`src/rtl/imem_pkg.sv`:
```
// Shared constants and types for the instruction memory fetch port.
package imem_pkg;

  localparam logic [31:0] NOP_INSTR       = 32'h00000013;
  localparam logic [31:0] FAULT_INSTR_DEF = 32'hfff00893;

  // Bit positions inside the 2-bit fault field.
  localparam int FAULT_MISALIGN = 0;
  localparam int FAULT_RANGE    = 1;

  typedef logic [1:0] fault_t;

endpackage

```
`src/rtl/imem_rsp_fifo2.sv`:
```
// Two-entry response FIFO. Entry 0 is always the head; a pop shifts entry 1 down.
// Clear has priority over push/pop. The owner never pops when empty and never
// pushes without a pop when full.
module imem_rsp_fifo2
  import imem_pkg::*;
#(
  parameter int W = 50
) (
  input  logic         clk,
  input  logic         rst_n,
  input  logic         i_push,
  input  logic         i_pop,
  input  logic         i_clear,
  input  logic [W-1:0] i_data,
  output logic [1:0]   o_count,
  output logic [W-1:0] o_head
);

  logic [W-1:0] r_ent0;
  logic [W-1:0] r_ent1;
  logic [1:0]   r_count;

  // Entry storage and occupancy count.
  always_ff @(posedge clk or negedge rst_n) begin
    if (!rst_n) begin
      r_ent0  <= '0;
      r_ent1  <= '0;
      r_count <= 2'd0;
    end else if (i_clear) begin
      r_count <= 2'd0;
    end else begin
      case ({i_push, i_pop})
        2'b10: begin
          if (r_count == 2'd0) r_ent0 <= i_data;
          else                 r_ent1 <= i_data;
          r_count <= r_count + 2'd1;
        end
        2'b01: begin
          r_ent0  <= r_ent1;
          r_count <= r_count - 2'd1;
        end
        2'b11: begin
          if (r_count == 2'd2) begin
            r_ent0 <= r_ent1;
            r_ent1 <= i_data;
          end else begin
            r_ent0 <= i_data;
          end
        end
        default: ;
      endcase
    end
  end

  assign o_count = r_count;
  assign o_head  = r_ent0;

endmodule

```
`src/rtl/imem_fetch_port.sv`:
```
// Instruction memory with a valid/ready fetch port and a program-loader write port.
// Handshake: a transfer happens on a rising edge where valid and ready are both 1;
// a valid source holds its payload until that edge; ready may depend on the other
// side's valid/ready in the same cycle (rsp_ready feeds req_ready combinationally).
// Every accepted fetch lands in stage s1 for exactly one cycle; it is either popped
// straight from s1 (FIFO empty) or moved into the 2-entry FIFO, so occupancy <= 2.
module imem_fetch_port
  import imem_pkg::*;
#(
  parameter int                    PC_WIDTH    = 16,
  parameter int                    DATA_WIDTH  = 32,
  parameter int                    DEPTH       = 64,
  parameter logic [DATA_WIDTH-1:0] FAULT_INSTR = DATA_WIDTH'(FAULT_INSTR_DEF),
  parameter string                 INIT_FILE   = ""
) (
  input  logic                     clk,
  input  logic                     rst_n,
  input  logic                     req_valid,
  output logic                     req_ready,
  input  logic [PC_WIDTH-1:0]      req_pc,
  input  logic                     flush,
  output logic                     rsp_valid,
  input  logic                     rsp_ready,
  output logic [DATA_WIDTH-1:0]    rsp_instr,
  output logic [PC_WIDTH-1:0]      rsp_pc,
  output logic [1:0]               rsp_fault,
  input  logic                     ld_we,
  input  logic [$clog2(DEPTH):0]   ld_addr,
  input  logic [DATA_WIDTH-1:0]    ld_data,
  output logic                     ld_err
);

  localparam int AW = $clog2(DEPTH);
  localparam int IW = PC_WIDTH - 2;
  localparam int EW = PC_WIDTH + DATA_WIDTH + 2;
  localparam logic [IW-1:0] IDX_DEPTH = IW'(DEPTH);
  localparam logic [AW:0]   LD_DEPTH  = (AW + 1)'(DEPTH);

  logic [DATA_WIDTH-1:0] r_mem [DEPTH];

  logic                  r_s1_valid;
  logic [PC_WIDTH-1:0]   r_s1_pc;
  logic [DATA_WIDTH-1:0] r_s1_instr;
  fault_t                r_s1_fault;
  logic                  r_ld_err;

  logic [IW-1:0]         w_index;
  fault_t                w_fault;
  logic                  w_accept;
  logic                  w_pop;
  logic                  w_ld_oob;
  logic                  w_fifo_push;
  logic                  w_fifo_pop;
  logic                  w_fifo_empty;
  logic [1:0]            w_fifo_count;
  logic [1:0]            w_occ;
  logic [1:0]            w_occ_after_pop;
  logic [EW-1:0]         w_fifo_head;
  logic [PC_WIDTH-1:0]   w_head_pc;
  logic [DATA_WIDTH-1:0] w_head_instr;
  fault_t                w_head_fault;

  // Power-up image of the array; the array itself is never reset.
  initial begin
    for (int i = 0; i < DEPTH; i++) r_mem[i] = DATA_WIDTH'(NOP_INSTR);
  end

  assign w_index  = req_pc[PC_WIDTH-1:2];
  assign w_ld_oob = (ld_addr >= LD_DEPTH);

  // Fault decode of the requested PC; both bits may be set together.
  always_comb begin
    w_fault                 = '0;
    w_fault[FAULT_MISALIGN] = |req_pc[1:0];
    w_fault[FAULT_RANGE]    = (w_index >= IDX_DEPTH);
  end

  // Credit logic: a slot freed by a pop this cycle can be reused by this cycle's accept.
  assign w_occ           = {1'b0, r_s1_valid} + w_fifo_count;
  assign w_occ_after_pop = w_occ - {1'b0, w_pop};
  assign req_ready       = !ld_we && rst_n && (w_occ_after_pop < 2'd2);
  assign w_accept        = req_valid && req_ready;
  assign w_pop           = rsp_valid && rsp_ready;

  // s1 leaves every cycle: into the FIFO unless it is the entry being popped.
  assign w_fifo_empty = (w_fifo_count == 2'd0);
  assign w_fifo_push  = r_s1_valid && !(w_pop && w_fifo_empty);
  assign w_fifo_pop   = w_pop && !w_fifo_empty;

  // Loader write; out-of-range indices are dropped.
  always_ff @(posedge clk) begin
    if (ld_we && !w_ld_oob) r_mem[ld_addr[AW-1:0]] <= ld_data;
  end

  // Loader error pulse, one cycle after the bad write strobe.
  always_ff @(posedge clk or negedge rst_n) begin
    if (!rst_n) r_ld_err <= 1'b0;
    else        r_ld_err <= ld_we && w_ld_oob;
  end

  // Stage s1: synchronous read of the accepted fetch; faulting fetches skip the array.
  always_ff @(posedge clk or negedge rst_n) begin
    if (!rst_n) begin
      r_s1_valid <= 1'b0;
      r_s1_pc    <= '0;
      r_s1_instr <= '0;
      r_s1_fault <= '0;
    end else if (w_accept) begin
      r_s1_valid <= 1'b1;
      r_s1_pc    <= req_pc;
      r_s1_fault <= w_fault;
      r_s1_instr <= (|w_fault) ? FAULT_INSTR : r_mem[w_index[AW-1:0]];
    end else begin
      r_s1_valid <= 1'b0;
    end
  end

  imem_rsp_fifo2 #(.W(EW)) u_rsp_fifo (
    .clk     (clk),
    .rst_n   (rst_n),
    .i_push  (w_fifo_push),
    .i_pop   (w_fifo_pop),
    .i_clear (flush),
    .i_data  ({r_s1_pc, r_s1_instr, r_s1_fault}),
    .o_count (w_fifo_count),
    .o_head  (w_fifo_head)
  );

  assign {w_head_pc, w_head_instr, w_head_fault} = w_fifo_head;

  // Response mux: the FIFO head is older than s1, so it wins when present.
  always_comb begin
    rsp_valid = r_s1_valid;
    rsp_pc    = r_s1_pc;
    rsp_instr = r_s1_instr;
    rsp_fault = r_s1_fault;
    if (!w_fifo_empty) begin
      rsp_valid = 1'b1;
      rsp_pc    = w_head_pc;
      rsp_instr = w_head_instr;
      rsp_fault = w_head_fault;
    end
  end

  assign ld_err = r_ld_err;

endmodule

```
`config.mk`:
```
export PLATFORM = sky130hd
export DESIGN_NAME = imem_fetch_port
export DESIGN_NICKNAME = d
export VERILOG_FILES = /design/src/rtl/imem_pkg.sv /design/src/rtl/imem_rsp_fifo2.sv /design/src/rtl/imem_fetch_port.sv
export SDC_FILE = /design/constraint.sdc
export NUM_CORES = 2
export LEC_CHECK = 0
export ABC_AREA = 1
export CAP_MARGIN = 40
export CORE_MARGIN = 2
export CORE_UTILIZATION = 35
export DETAILED_ROUTE_END_ITERATION = 12
export PLACE_DENSITY = 0.47
export SETUP_SLACK_MARGIN = 0.15
export SLEW_MARGIN = 20
export SYNTH_ARGS = -nofsm -noshare
export SYNTH_HDL_FRONTEND = slang
export SYNTH_HIERARCHICAL = 1
export SYNTH_SLANG_ARGS = --single-unit
```
`constraint.sdc`:
```
create_clock -name clk -period 3.4 [get_ports clk]
set_input_delay 0.68 -clock clk [delete_from_list [all_inputs] [get_ports clk]]
set_output_delay 0.68 -clock clk [all_outputs]
set_load 0.05 [all_outputs]
```
Word-level counts from Yosys, hierarchy flattened --
Memories as Yosys holds them, arrays and structs flattened. Cells that the tools add are included.
Storage, ports and cells: bits in writable memories 2048, output and inout bits 53, bits in registers 154, memories 1, logic and storage cells 61, input port bits 61
Cells by class: eq/ne operators 7, reduce and logical (&&, ||, !) cells 21, $add $sub $neg 4, order comparisons 3, muxes and demuxes 16, bitwise logic cells 1
Memories:
- r_mem | depth 64, bits a word 32, rd ports 1, clocked after Yosys merged registers in 0, wr ports 1, line imem_fetch_port.sv:39 | logic [DATA_WIDTH-1:0] r_mem [DEPTH];
Operator list (count):
- 50-bit 2-to-1 mux | 4
- 50-bit case mux with 3 select lines | 1
- 50-bit case mux with 2 select lines | 1
- 32-bit 2-to-1 mux | 2
- 16-bit 2-to-1 mux | 1
- 14-bit by 7-bit greater-or-equal comparator with 1-bit output (second input constant) | 1
- 1-bit logical AND | 9
- 7-bit greater-or-equal comparator (second input constant) | 1
- 2-bit equality test (second input constant) | 3
- 3-bit nonzero test | 2
- 1-bit logical NOT | 4
- 1-bit 2-to-1 mux | 4
- 2-bit 2-to-1 mux | 2
- 2-bit inequality test (second input constant) | 2
- 2-bit case mux with 2 select lines | 1
- 4-bit AND reduction | 1
- 3-bit AND reduction | 1
- 3-bit OR reduction | 1
- 1-bit by 2-bit adder with 2-bit output | 1
- 2-bit by 1-bit adder with 2-bit output (second input constant) | 1
- 2-bit by 1-bit equality test with 1-bit output (second input constant) | 1
- 2-bit logical NOT | 1
- 2-bit less-than comparator (second input constant) | 1
- 2-bit by 1-bit inequality test with 1-bit output (second input constant) | 1
- other kinds (5) | 5

Longest topological paths before layout --
depth after elaboration 9, depth in mapped cells 15, gate-level depth less buffers 12

Hierarchy --
Netlist, hierarchy kept.
By module, submodules not included:
- imem_fetch_port | cells an instance 7074, area an instance 85167.9 µm², times used 1, seq. area each 62800.2 µm²
- imem_rsp_fifo2 | cells an instance 670, area an instance 4928.5 µm², times used 1, seq. area each 2552.4 µm²

Worst setup path after synthesis --
OpenSTA, ideal clock, no wires.
path kind register to register, from register u_rsp_fifo.r_count[1], in the netlist u_rsp_fifo/o_count[1], to register r_s1_instr[28], library setup time 113 ps, slack 173 ps, cell stages (with the launch flop) 15, clock period less this slack 3227 ps, arrival 3114 ps, path buffers 3, data required time 3287 ps, cells stage by stage dfrtp_1 -> nor2_1 -> clkbuf_1 -> clkbuf_1 -> a21oi_1 -> ha_1 -> xnor2_1 -> a21oi_1 -> nor2_2 -> nand4_1 -> nor2_2 -> buf_4 -> nand3_1 -> nand2_1 -> inv_1
On the way: word-level cells in the longest chain between the ends 7, elaborated cells on any way between the ends 8, classes of those cells add/sub: 2; order compare: 1; mux: 1; reduce/logical: 4
Ends and longest elaborated chain:
- start, declared | line imem_rsp_fifo2.sv:21 | logic [1:0] r_count;
- start signal, assigned | line imem_rsp_fifo2.sv:36 | r_count <= r_count + 2'd1;
- start signal, assigned | line imem_rsp_fifo2.sv:40 | r_count <= r_count - 2'd1;
- 2-bit logical NOT | line imem_fetch_port.sv:86 | assign w_fifo_empty = (w_fifo_count == 2'd0);
- 1-bit 2-to-1 mux | line imem_fetch_port.sv:137 | if (!w_fifo_empty) begin
- 1-bit logical AND | line imem_fetch_port.sv:83 | assign w_pop = rsp_valid && rsp_ready;
- 2-bit by 1-bit subtractor with 2-bit output * | line imem_fetch_port.sv:80 | assign w_occ_after_pop = w_occ - {1'b0, w_pop};
- 2-bit less-than comparator * | line imem_fetch_port.sv:81 | assign req_ready = !ld_we && rst_n && (w_occ_after_pop < 2'd2);
- 1-bit logical AND * | line imem_fetch_port.sv:81
- via req_ready | line imem_fetch_port.sv:19 | output logic req_ready,
- 1-bit logical AND * | line imem_fetch_port.sv:82 | assign w_accept = req_valid && req_ready;
- end signal, assigned | line imem_fetch_port.sv:112 | r_s1_instr <= (|w_fault) ? FAULT_INSTR : r_mem[w_index[AW-1:0]];
- end, declared | line imem_fetch_port.sv:43 | logic [DATA_WIDTH-1:0] r_s1_instr;
The timed path passes the listed nets; every way through them passes the cells marked *. A chain may end at the register's enable or synchronous reset.

Worst setup path in the final report --
from register u_rsp_fifo.r_count[1], in the netlist u_rsp_fifo/o_count[1], to output rsp_instr[14]
On the way: word-level cells in the longest chain between the ends 2
Ends and longest elaborated chain:
- 2-bit logical NOT | line imem_fetch_port.sv:86
- 32-bit 2-to-1 mux | line imem_fetch_port.sv:137
- end, declared | line imem_fetch_port.sv:24 | output logic [DATA_WIDTH-1:0] rsp_instr,
Every way passes these cells.

==> impl_metrics.tcl <==
set metrics [dict create \
    die_height_um 511.4 \
    yosys_warnings 6 \
    grt_pass1_vias 57854 \
    clkTransAtPathRegs_ns 0.06 \
    yosysSeqAreaShare_pct 72.54 \
    num_rows 186 \
    synth_area_per_cell_um2 11.63 \
    cp.arrival_ns 2.50 \
    period_minus_slack_ns 3.185 \
    cellPowerDensity_nw_per_um2 594.4 \
    cts_buffers 225 \
    grt_overflow 0 \
    cts.sinks 2202 \
    final_cell_mix "nand2_1 (2442), edfxtp_1 (2048), nand3_1 (2022)" \
    maxSlewHeadroom_pct 41.68 \
    drv_cap 0 \
    synthesis.area_um2 90100 \
    slew_viol_final 0 \
    io_pins 114 \
    postSynthRegisterBits 2202 \
    grt_start_max_net_pins 155 \
    finalCritPeriodShare_pct 93.66 \
    synth.largest_area_cell "edfxtp_1" \
    path_max_fanout 26 \
    root_buffer "clkbuf_16" \
    first_pass_iters 5 \
    hold_path_class "in2reg" \
    holdWs_ns 0.09623 \
    final_nets 8011 \
    die_area_um2 261500 \
    synth_area_leaders "edfxtp_1 (68%), nand3_1 (11%), nand2_1 (10%)" \
    clk_latency_ns 0.88 \
    finalWeightedCongestion 0.8264 \
    p_leak_nw 38.38 \
    preCtsSetupSlack_ns 0.3364 \
    post-route-util_pct 41.00 \
    cts_max_path_buffers 3 \
    end_kind "output port" \
    tritoncts "built" \
    critPathLaunchType "flip-flop" \
    worstSetupEndpoint "rsp_instr[14]" \
    syn2layout_area_growth_pct 16.70 \
    skew_ns 0.02002 \
    place_area_um2 97780 \
    grt_pass1_wl_mm 423.8 \
    viasPerCell 5.256 \
    start_util_pct 35.13 \
    fin_total_pwr_mw 62.49 \
    drive_gt1_share_pct 11.02 \
    max-vdd-ir-drop_v 0.0005908 \
    synth_top_area_share_pct 68.26 \
    reg2regPathDepth 15 \
    finalNonFillerCells 11524 \
    hold_violations 0 \
    startpoint "u_rsp_fifo/o_count[1]" \
    syn_inst 7744 \
    fmax_mhz 314.0 \
    coreArea_um2 256500 \
    regToRegSetupSlack_ns 0.71 \
    synthDistinctLibCells 32 \
    reg2reg_from "u_rsp_fifo/o_count[1]" \
    critPathKind "reg2out" \
    setup_viol 0 \
    tightest_slew_ns 0.8747 \
    fin_ws_ns 0.2154 \
    syn-num-nets 7806 \
    wl_per_cell_um 25.56 \
    timing.rr.end "r_s1_instr[23]" \
    num_vias 60566 \
    fin_tns_setup_ns 0 \
    dp_cells 11090 \
    mostFrequentLayoutCell "nand2_1" \
    ant_nets 0 \
    rsz0062_at_grt "yes" \
    required_ns 2.72 \
    fin_area_um2 105100 \
    routed_wl_mm 294.6 \
    status "finished, final reports clean" \
    route.detailed.drc 0 \
    grtUsageTotal_pct 22.06 \
    port_buffers 113 \
    dieWidth_um 511.4 \
    h-tree-depth 4 \
    drt-initial-drc-count 6538 \
    hpwl_mm 168.2 \
    grt_antenna_before_repair 15 \
]
[Yosys cell counts]
cell / instances
o21ai_1: 19
nor3_1: 1
mux2_2: 34
xnor2_1: 1
or2_2: 5
a21oi_1: 37
o21a_1: 1
dfrtp_1: 154
buf_2: 275
inv_2: 4
edfxtp_1: 2048
buf_12: 1
or2_1: 2
buf_1: 40
nand2_1: 2445
o21ai_0: 69
o21ai_2: 1
nor2_2: 3
ha_1: 1
buf_6: 35
inv_4: 1
inv_1: 225
nand3_1: 2022
nand4_1: 12
a21oi_2: 1
buf_4: 66
o211ai_1: 10
or2_0: 1
nor2_1: 141
clkbuf_1: 87
clkinv_1: 1
nand2_2: 1
[state kept, by name (all words and copies together) (netlist names)]
signal              cells
r_mem                2048
u_rsp_fifo/o_head      50
u_rsp_fifo/r_ent1      50
r_s1_instr             32
r_s1_pc                16
r_s1_fault              2
u_rsp_fifo/o_count      2
ld_err                  1
r_s1_valid              1
[worst max-delay path: stages (launching register included)]
cell	delay [ns]
dfrtp_2	0.45
nor2_4	0.15
buf_12	0.14
buf_8	0.24
mux2_2	0.42
buf_4	0.21
[logic make-up after synthesis]
| logic type | synth area share (%) |
|---|---|
| XOR/XNOR | 0.009723 |
| buffers and inverters | 4.031 |
| multiplexers | 0.4250 |
| flip-flops | 72.54 |
| AND/OR/NAND/NOR | 22.18 |
| AO/OA/AOI/OAI | 0.8055 |
| adder cells (fa/ha/maj) | 0.01389 |
[power by group]
| group | switching, mW | internal, mW | total (mW) |
|---|---|---|---|
| Combinational | 5.54 | 2.27 | 7.81 |
| Clock | 10.5 | 13.5 | 24.0 |
| Sequential | 0.395 | 30.2 | 30.6 |
| Total | 16.5 | 46.0 | 62.5 |
[per-layer routing]
metal	up-vias	routed length (um)	global-route usage [%]	part of all wire, %
li1	27556	-	-	-
met1	30554	136100	32.68	46
met2	2124	134000	34.31	45
met3	324	18880	3.123	6.4
met4	8	5612	4.843	1.9
met5	-	42	0	0.014
[how the worst min path moves through the flow]
stage	from	endpoint	slack, ns	cells past startpoint
finish	ld_data[19]	r_mem[36][19]	0.1	1
global route	ld_data[19]	r_mem[38][19]	0.06	1
CTS	ld_data[29]	r_mem[29][29]	0.07	1
detailed placement	u_rsp_fifo/r_ent1[49]	u_rsp_fifo/r_ent1[49]	0.46	2
global placement	u_rsp_fifo/r_ent1[0]	u_rsp_fifo/r_ent1[0]	0.45	2
floorplan	rst_n	ld_err	0.38	0
[final cells by class]
type / instances / area (um^2)
inverters: 231 / 904.6
fillers: 24162 / 151300
well taps: 3384 / 4234
clock inverters: 131 / 1056
flip-flops and latches: 2202 / 65360
diodes: 2 / 5.005
multi-input cells: 4807 / 21700
clock buffers: 285 / 5993
repair buffers: 482 / 5893
[timing repair]
action	4_1_cts	5_1_grt
hold buffers	2	0
hold endpoints to repair	129	0
setup endpoints to repair	52	40
buffers inserted	4	3
pin swaps	2	2
resized for setup	16	12
Note: power is estimated with default switching activity, not from simulation.
